File: src/rtl/riscv_pkg.sv
// Shared core types: data width and the memory-port arbiter's state,
// owner and latched-request types.
package riscv_pkg;

    localparam int unsigned XLEN = 32;

    // Arbiter sequencing states: arbitrate, present request, await response.
    typedef enum logic [1:0] {
        ARB_IDLE = 2'd0,
        ARB_REQ  = 2'd1,
        ARB_WAIT = 2'd2
    } arb_state_e;

    // Requester that owns the transaction in flight.
    typedef enum logic {
        OWNER_IF  = 1'b0,
        OWNER_LSU = 1'b1
    } arb_owner_e;

    // Request payload captured at grant time and replayed on the memory port.
    typedef struct packed {
        logic                we;
        logic [XLEN/8-1:0]   be;
        logic [XLEN-1:0]     addr;
        logic [XLEN-1:0]     wdata;
    } mem_req_t;

endpackage

File: src/rtl/mem_port_arbiter.sv
// Two-requester (IF / LSU) arbiter and sequencer for one single-port memory.
// LSU has fixed priority; a saturating starvation counter forces an IF win
// after MAX_STARVE consecutive LSU grants taken while IF was waiting.
// The payload type comes from riscv_pkg, so XLEN must match riscv_pkg::XLEN.
module mem_port_arbiter
    import riscv_pkg::*;
#(
    parameter int unsigned XLEN       = riscv_pkg::XLEN,
    parameter int unsigned MAX_STARVE = 4
) (
    input  logic              clk_i,
    input  logic              rstn_i,

    input  logic              if_req_i,
    input  logic [XLEN-1:0]   if_addr_i,
    output logic              if_gnt_o,
    output logic              if_rvalid_o,
    output logic [XLEN-1:0]   if_rdata_o,

    input  logic              lsu_req_i,
    input  logic              lsu_we_i,
    input  logic [XLEN/8-1:0] lsu_be_i,
    input  logic [XLEN-1:0]   lsu_addr_i,
    input  logic [XLEN-1:0]   lsu_wdata_i,
    output logic              lsu_gnt_o,
    output logic              lsu_rvalid_o,
    output logic [XLEN-1:0]   lsu_rdata_o,

    output logic              mem_req_o,
    output logic              mem_we_o,
    output logic [XLEN/8-1:0] mem_be_o,
    output logic [XLEN-1:0]   mem_addr_o,
    output logic [XLEN-1:0]   mem_wdata_o,
    input  logic              mem_gnt_i,
    input  logic              mem_rvalid_i,
    input  logic [XLEN-1:0]   mem_rdata_i,

    output logic              resp_err_o,
    output logic              busy_o
);

    localparam int unsigned STARVE_W = $clog2(MAX_STARVE + 1);
    localparam logic [STARVE_W-1:0] STARVE_MAX = STARVE_W'(MAX_STARVE);

    arb_state_e          state_q,    state_d;
    arb_owner_e          owner_q,    owner_d;
    mem_req_t            payload_q,  payload_d;
    logic [STARVE_W-1:0] starve_q,   starve_d;
    logic                mem_req_q,  mem_req_d;
    logic                busy_q,     busy_d;
    logic                resp_err_q, resp_err_d;

    logic                lsu_win_s;
    logic                if_win_s;
    logic                if_gnt_s;
    logic                lsu_gnt_s;
    logic                if_rvalid_s;
    logic                lsu_rvalid_s;

    // Priority decision: LSU wins unless a waiting IF has hit the starvation limit.
    always_comb begin
        lsu_win_s = 1'b0;
        if_win_s  = 1'b0;
        if (if_req_i && (starve_q == STARVE_MAX)) begin
            if_win_s = 1'b1;
        end else if (lsu_req_i) begin
            lsu_win_s = 1'b1;
        end else if (if_req_i) begin
            if_win_s = 1'b1;
        end else begin
            if_win_s  = 1'b0;
            lsu_win_s = 1'b0;
        end
    end

    // Next-state, payload capture, starvation tracking and Mealy grant/response outputs.
    always_comb begin
        state_d      = state_q;
        owner_d      = owner_q;
        payload_d    = payload_q;
        starve_d     = starve_q;
        if_gnt_s     = 1'b0;
        lsu_gnt_s    = 1'b0;
        if_rvalid_s  = 1'b0;
        lsu_rvalid_s = 1'b0;

        case (state_q)
            ARB_IDLE: begin
                if (lsu_win_s) begin
                    lsu_gnt_s       = 1'b1;
                    owner_d         = OWNER_LSU;
                    payload_d.we    = lsu_we_i;
                    payload_d.be    = lsu_be_i;
                    payload_d.addr  = lsu_addr_i;
                    payload_d.wdata = lsu_wdata_i;
                    state_d         = ARB_REQ;
                    if (if_req_i) begin
                        if (starve_q == STARVE_MAX) begin
                            starve_d = starve_q;
                        end else begin
                            starve_d = starve_q + STARVE_W'(1);
                        end
                    end else begin
                        starve_d = '0;
                    end
                end else if (if_win_s) begin
                    if_gnt_s        = 1'b1;
                    owner_d         = OWNER_IF;
                    payload_d.we    = 1'b0;
                    payload_d.be    = '1;
                    payload_d.addr  = if_addr_i;
                    payload_d.wdata = '0;
                    state_d         = ARB_REQ;
                    starve_d        = '0;
                end else begin
                    // Nobody requesting, so IF is not waiting either.
                    starve_d = '0;
                end
            end
            ARB_REQ: begin
                if (mem_gnt_i) begin
                    state_d = ARB_WAIT;
                end else begin
                    state_d = ARB_REQ;
                end
            end
            ARB_WAIT: begin
                if (mem_rvalid_i) begin
                    if (owner_q == OWNER_LSU) begin
                        lsu_rvalid_s = 1'b1;
                    end else begin
                        if_rvalid_s  = 1'b1;
                    end
                    state_d = ARB_IDLE;
                end else begin
                    state_d = ARB_WAIT;
                end
            end
            default: begin
                state_d = ARB_IDLE;
            end
        endcase
    end

    // Registered-output next values: memory request, busy flag, stray-response flag.
    always_comb begin
        mem_req_d  = (state_d == ARB_REQ);
        busy_d     = (state_d != ARB_IDLE);
        resp_err_d = mem_rvalid_i && (state_q != ARB_WAIT);
    end

    // State, payload, counter and registered-output flops with async reset.
    always_ff @(posedge clk_i or negedge rstn_i) begin
        if (!rstn_i) begin
            state_q    <= ARB_IDLE;
            owner_q    <= OWNER_IF;
            payload_q  <= '0;
            starve_q   <= '0;
            mem_req_q  <= 1'b0;
            busy_q     <= 1'b0;
            resp_err_q <= 1'b0;
        end else begin
            state_q    <= state_d;
            owner_q    <= owner_d;
            payload_q  <= payload_d;
            starve_q   <= starve_d;
            mem_req_q  <= mem_req_d;
            busy_q     <= busy_d;
            resp_err_q <= resp_err_d;
        end
    end

    // Grants are gated by reset so nothing is accepted while the block is held in reset.
    assign if_gnt_o     = if_gnt_s  & rstn_i;
    assign lsu_gnt_o    = lsu_gnt_s & rstn_i;
    assign if_rvalid_o  = if_rvalid_s;
    assign lsu_rvalid_o = lsu_rvalid_s;
    // Read data is qualified only by rvalid, so both sides see the memory bus.
    assign if_rdata_o   = mem_rdata_i;
    assign lsu_rdata_o  = mem_rdata_i;

    assign mem_req_o    = mem_req_q;
    assign mem_we_o     = payload_q.we;
    assign mem_be_o     = payload_q.be;
    assign mem_addr_o   = payload_q.addr;
    assign mem_wdata_o  = payload_q.wdata;

    assign resp_err_o   = resp_err_q;
    assign busy_o       = busy_q;

endmodule
File: config.mk
export PLATFORM = sky130hd
export DESIGN_NAME = mem_port_arbiter
export DESIGN_NICKNAME = d
export VERILOG_FILES = /design/src/rtl/riscv_pkg.sv /design/src/rtl/mem_port_arbiter.sv
export SDC_FILE = /design/constraint.sdc
export NUM_CORES = 1
export LEC_CHECK = 0
export BUFFER_PORTS_ARGS = -buffer_cell sky130_fd_sc_hd__buf_2
export CORE_AREA = 2 2 108 110
export DETAILED_ROUTE_END_ITERATION = 12
export DIE_AREA = 0 0 110 112
export PLACE_DENSITY = 0.77
export SKIP_CTS_REPAIR_TIMING = 1
export SYNTH_ARGS = -nofsm -noshare
export SYNTH_HDL_FRONTEND = slang
export SYNTH_SLANG_ARGS = --single-unit
File: constraint.sdc
create_clock -name clk_i -period 1.74 [get_ports clk_i]
set_input_delay 0.174 -clock clk_i [delete_from_list [all_inputs] [get_ports clk_i]]
set_output_delay 0.174 -clock clk_i [all_outputs]
set_load 0.005 [all_outputs]
==> metrics <==
worst rel slew slack 67.0%; measured slew at the worst slew-check pin between 400 and 500 ps; switching fraction of total power approximately a third; Residual DRC 0; total nets after synthesis about 540; fraction of met2 tracks used by global routing about 30%; data arrival time at the worst-slack endpoint ~1500 ps; Worst setup SP type flip-flop; Skew-Pair Late Insertion Delay approximately 330 ps; full die area about 12000 um^2; Remaining Overflow, GRT 0; maximum number of pins on one net before global-route repair 44; num ports 279; number of placement rows 39; Final Net Count 650; Slowest-stage cell, CP sky130_fd_sc_hd__dfrtp_1; clock sink count between 70 and 80; overall die width 110 um; number of input and output port buffers inserted roughly 180; critical path fanouts, max 4; height of the die about 110 um; slack of the critical path slightly below 80 ps; DR WL/cell 16.8 um; ratio of cells with drive above 1 in the final layout between 40% and 50%; largest incremental delay on the critical path slightly above 400 ps; Clock Power Share a little over a quarter; cell family contributing the most delay on the critical path simple AND/OR/NAND/NOR gates; final weighted congestion in routability-driven placement between 0.7 and 0.8; via count of the first global-routing pass between 3000 and 4000; internal power component slightly below 0.006 W; effective utilization at floorplan a little over a third; CTS max path bufs 2; Post-Syn Area per Cell ~10 um^2; area added between synthesis and finish 23.9%; unrepaired setup endpoints after global routing no; TritonCTS Buffers 9; share of the yosys chip area belonging to registers 48.2%; Detailed Routing Iterations Pass 1 5; Filler Cells Inserted between 1000 and 1500; EDFF count, synth 0; most frequent standard cell in the layout excluding fill and tap cells sky130_fd_sc_hd__buf_2; initial antenna violation count 0; CP Data Required Time about 1600 ps; outcome completed; Fin Clk Skew approximately 7.2 ps; power density cells approximately 1800 nW/um^2; Tightest Hold Check Type input port to flip-flop; H-tree levels 3; area occupied by registers about 2000 um^2; Synth Instances 400; synth warn 0; cell at the root of the clock tree sky130_fd_sc_hd__clkbuf_16; GR Layer Usage met1 between 20% and 30%; Leak 2.38 nW; average via count per standard cell 5.48; part of the power in registers between 30% and 40%; Clock Pin Slew Worst Setup and Hold Paths 60 ps; relative contribution of combinational cells to total power 39.1%; vias post-DR 3602; peak ir drop on the vdd network between 0.7 and 0.8 mV; sum of buffers and inverters on the critical path 2; Overall Global Routing Usage approximately 18%; DRC marker count from the first detailed-route iteration slightly above 200; Synth Flop Type sky130_fd_sc_hd__dfrtp_1; maximum frequency from static timing analysis roughly 0.6 GHz; reported net switching power roughly 0.0030 W; most utilized layer in the global route result met2; clock tree from TritonCTS yes; Area contributors post-synth sky130_fd_sc_hd__dfrtp_1 48%, sky130_fd_sc_hd__buf_4 12%, sky130_fd_sc_hd__o211ai_1 5.7%, sky130_fd_sc_hd__nand3_1 5.7%, sky130_fd_sc_hd__nand4_1 5.1%; time the final worst path needs with I/O delays and setup 1660 ps; final setup violating endpoints 0; distinct cell type count of the synthesized netlist 31; HPWL after detailed placement ~8.0 mm; combined area of the multi-input logic cells about 1400 um^2; Period Utilization, post-route a little over nine tenths; max-slew violation total from the final report 0; Yosys top cell by area sky130_fd_sc_hd__dfrtp_1; worst path cell trace inv_2 -> ha_4 -> nand3_4 -> and3_4 -> and2_4 -> buf_6; Max Cap Violations 0; worst setup slack before clock tree synthesis 166 ps; Cell Area, Synth ~4100 um^2; async set or reset register ratio after synthesis 100%; Placeable Area 11200 um^2; count of state elements after synthesis about 80; final wirelength roughly 11 mm; Yosys top cell area share roughly half; Setup Crit Path Kind flip-flop to output port; antenna cells 0; number of antenna-violating nets in the routed design 0; DP Area ~4600 um^2; commonest cells after routing, fill and taps aside 180 x sky130_fd_sc_hd__buf_2, 78 x sky130_fd_sc_hd__dfrtp_1, 46 x sky130_fd_sc_hd__nand3_1, 36 x sky130_fd_sc_hd__o21ai_0, 33 x sky130_fd_sc_hd__nand4_1; routing usage on met3 3.75%; number of hold violations in the final report 0; type of destination of the critical path output port; final instance area ~5000 um^2; final core utilization roughly 45%; global-route wire length before repair 17.0 mm
-- routing by layer --
layer  vias to the layer above  wire length (um)
li1                       1630                 -
met2                       202              5450
met1                      1739              4490
met4                         0               201
met3                        31               930
met5                         -                 0
-- sequential cells by signal (all words and copies together) (netlist names), 2 cells and up --
signal       count
mem_be_o         4
starve_q         3
mem_wdata_o     32
mem_addr_o      32
state_q          2
-- path summary, 6_finish.rpt --
| path | cells past startpoint | to | slack [ps] | startpoint |
|---|---|---|---|---|
| min in group asynchronous | 2 | starve_q[0] | 200 | rstn_i |
| hold / removal | 2 | mem_wdata_o[2] | 60 | lsu_wdata_i[2] |
| setup reg to reg | 6 | mem_wdata_o[28] | 250 | starve_q[0] |
| hold reg to reg | 1 | mem_wdata_o[25] | 490 | mem_wdata_o[25] |
| max in group asynchronous | 3 | mem_addr_o[15] | 830 | rstn_i |
| setup / recovery | 6 | lsu_gnt_o | 80 | starve_q[0] |
-- area by class of cell --
type,instances,area share (%)
clock buffer,9,4.48
clock inverter,7,2.89
inverter,6,0.448
multi-input combinational,214,28.2
sequential,78,38.9
tap,143,3.56
timing repair buffer,200,21.5
-- power groups by stage --
stage	Sequential (W)	Combinational (W)	Clock [W]
2_1_floorplan	0.00314	0.00202	0
3_3_place_gp	0.00307	0.00333	0
3_5_place_dp	0.00310	0.00346	0
4_1_cts	0.00310	0.00345	0.00236
5_1_grt	0.00320	0.00387	0.00244
6_report	0.00310	0.00347	0.00230
-- cell usage after synthesis, types with 3 or more instances --
cell type and count:
sky130_fd_sc_hd__nand3_1 46, sky130_fd_sc_hd__nand2_1 5, sky130_fd_sc_hd__buf_6 7, sky130_fd_sc_hd__nand4_1 33, sky130_fd_sc_hd__o22a_1 3, sky130_fd_sc_hd__dfrtp_1 78, sky130_fd_sc_hd__a22o_1 21, sky130_fd_sc_hd__clkbuf_1 20
sky130_fd_sc_hd__nor2_1 3, sky130_fd_sc_hd__o2bb2ai_1 12, sky130_fd_sc_hd__buf_4 65, sky130_fd_sc_hd__inv_1 6, sky130_fd_sc_hd__o211ai_1 31, sky130_fd_sc_hd__o21ai_0 36, sky130_fd_sc_hd__buf_2 10
-- through the flow --
step	hold slack [ps]	setup TNS, ps	instances	power (W)
global placement	8.00	0	640	0.00640
global route	49.6	0	657	0.00951
finish	56.9	0	657	0.00886
floorplan	-122	0	400	0.00516
detailed placement	9.35	0	640	0.00656
CTS	-347	-77.8	656	0.00891
-- kinds of logic after synthesis --
logic type,count (synthesis),share of synthesized area [%]
compound gates,111,19.6
buf+inv,108,17.6
simple gates,101,14.0
flops,78,48.2
fa+ha+maj,2,0.617
No activity file was read; power rests on OpenSTA's default activity.
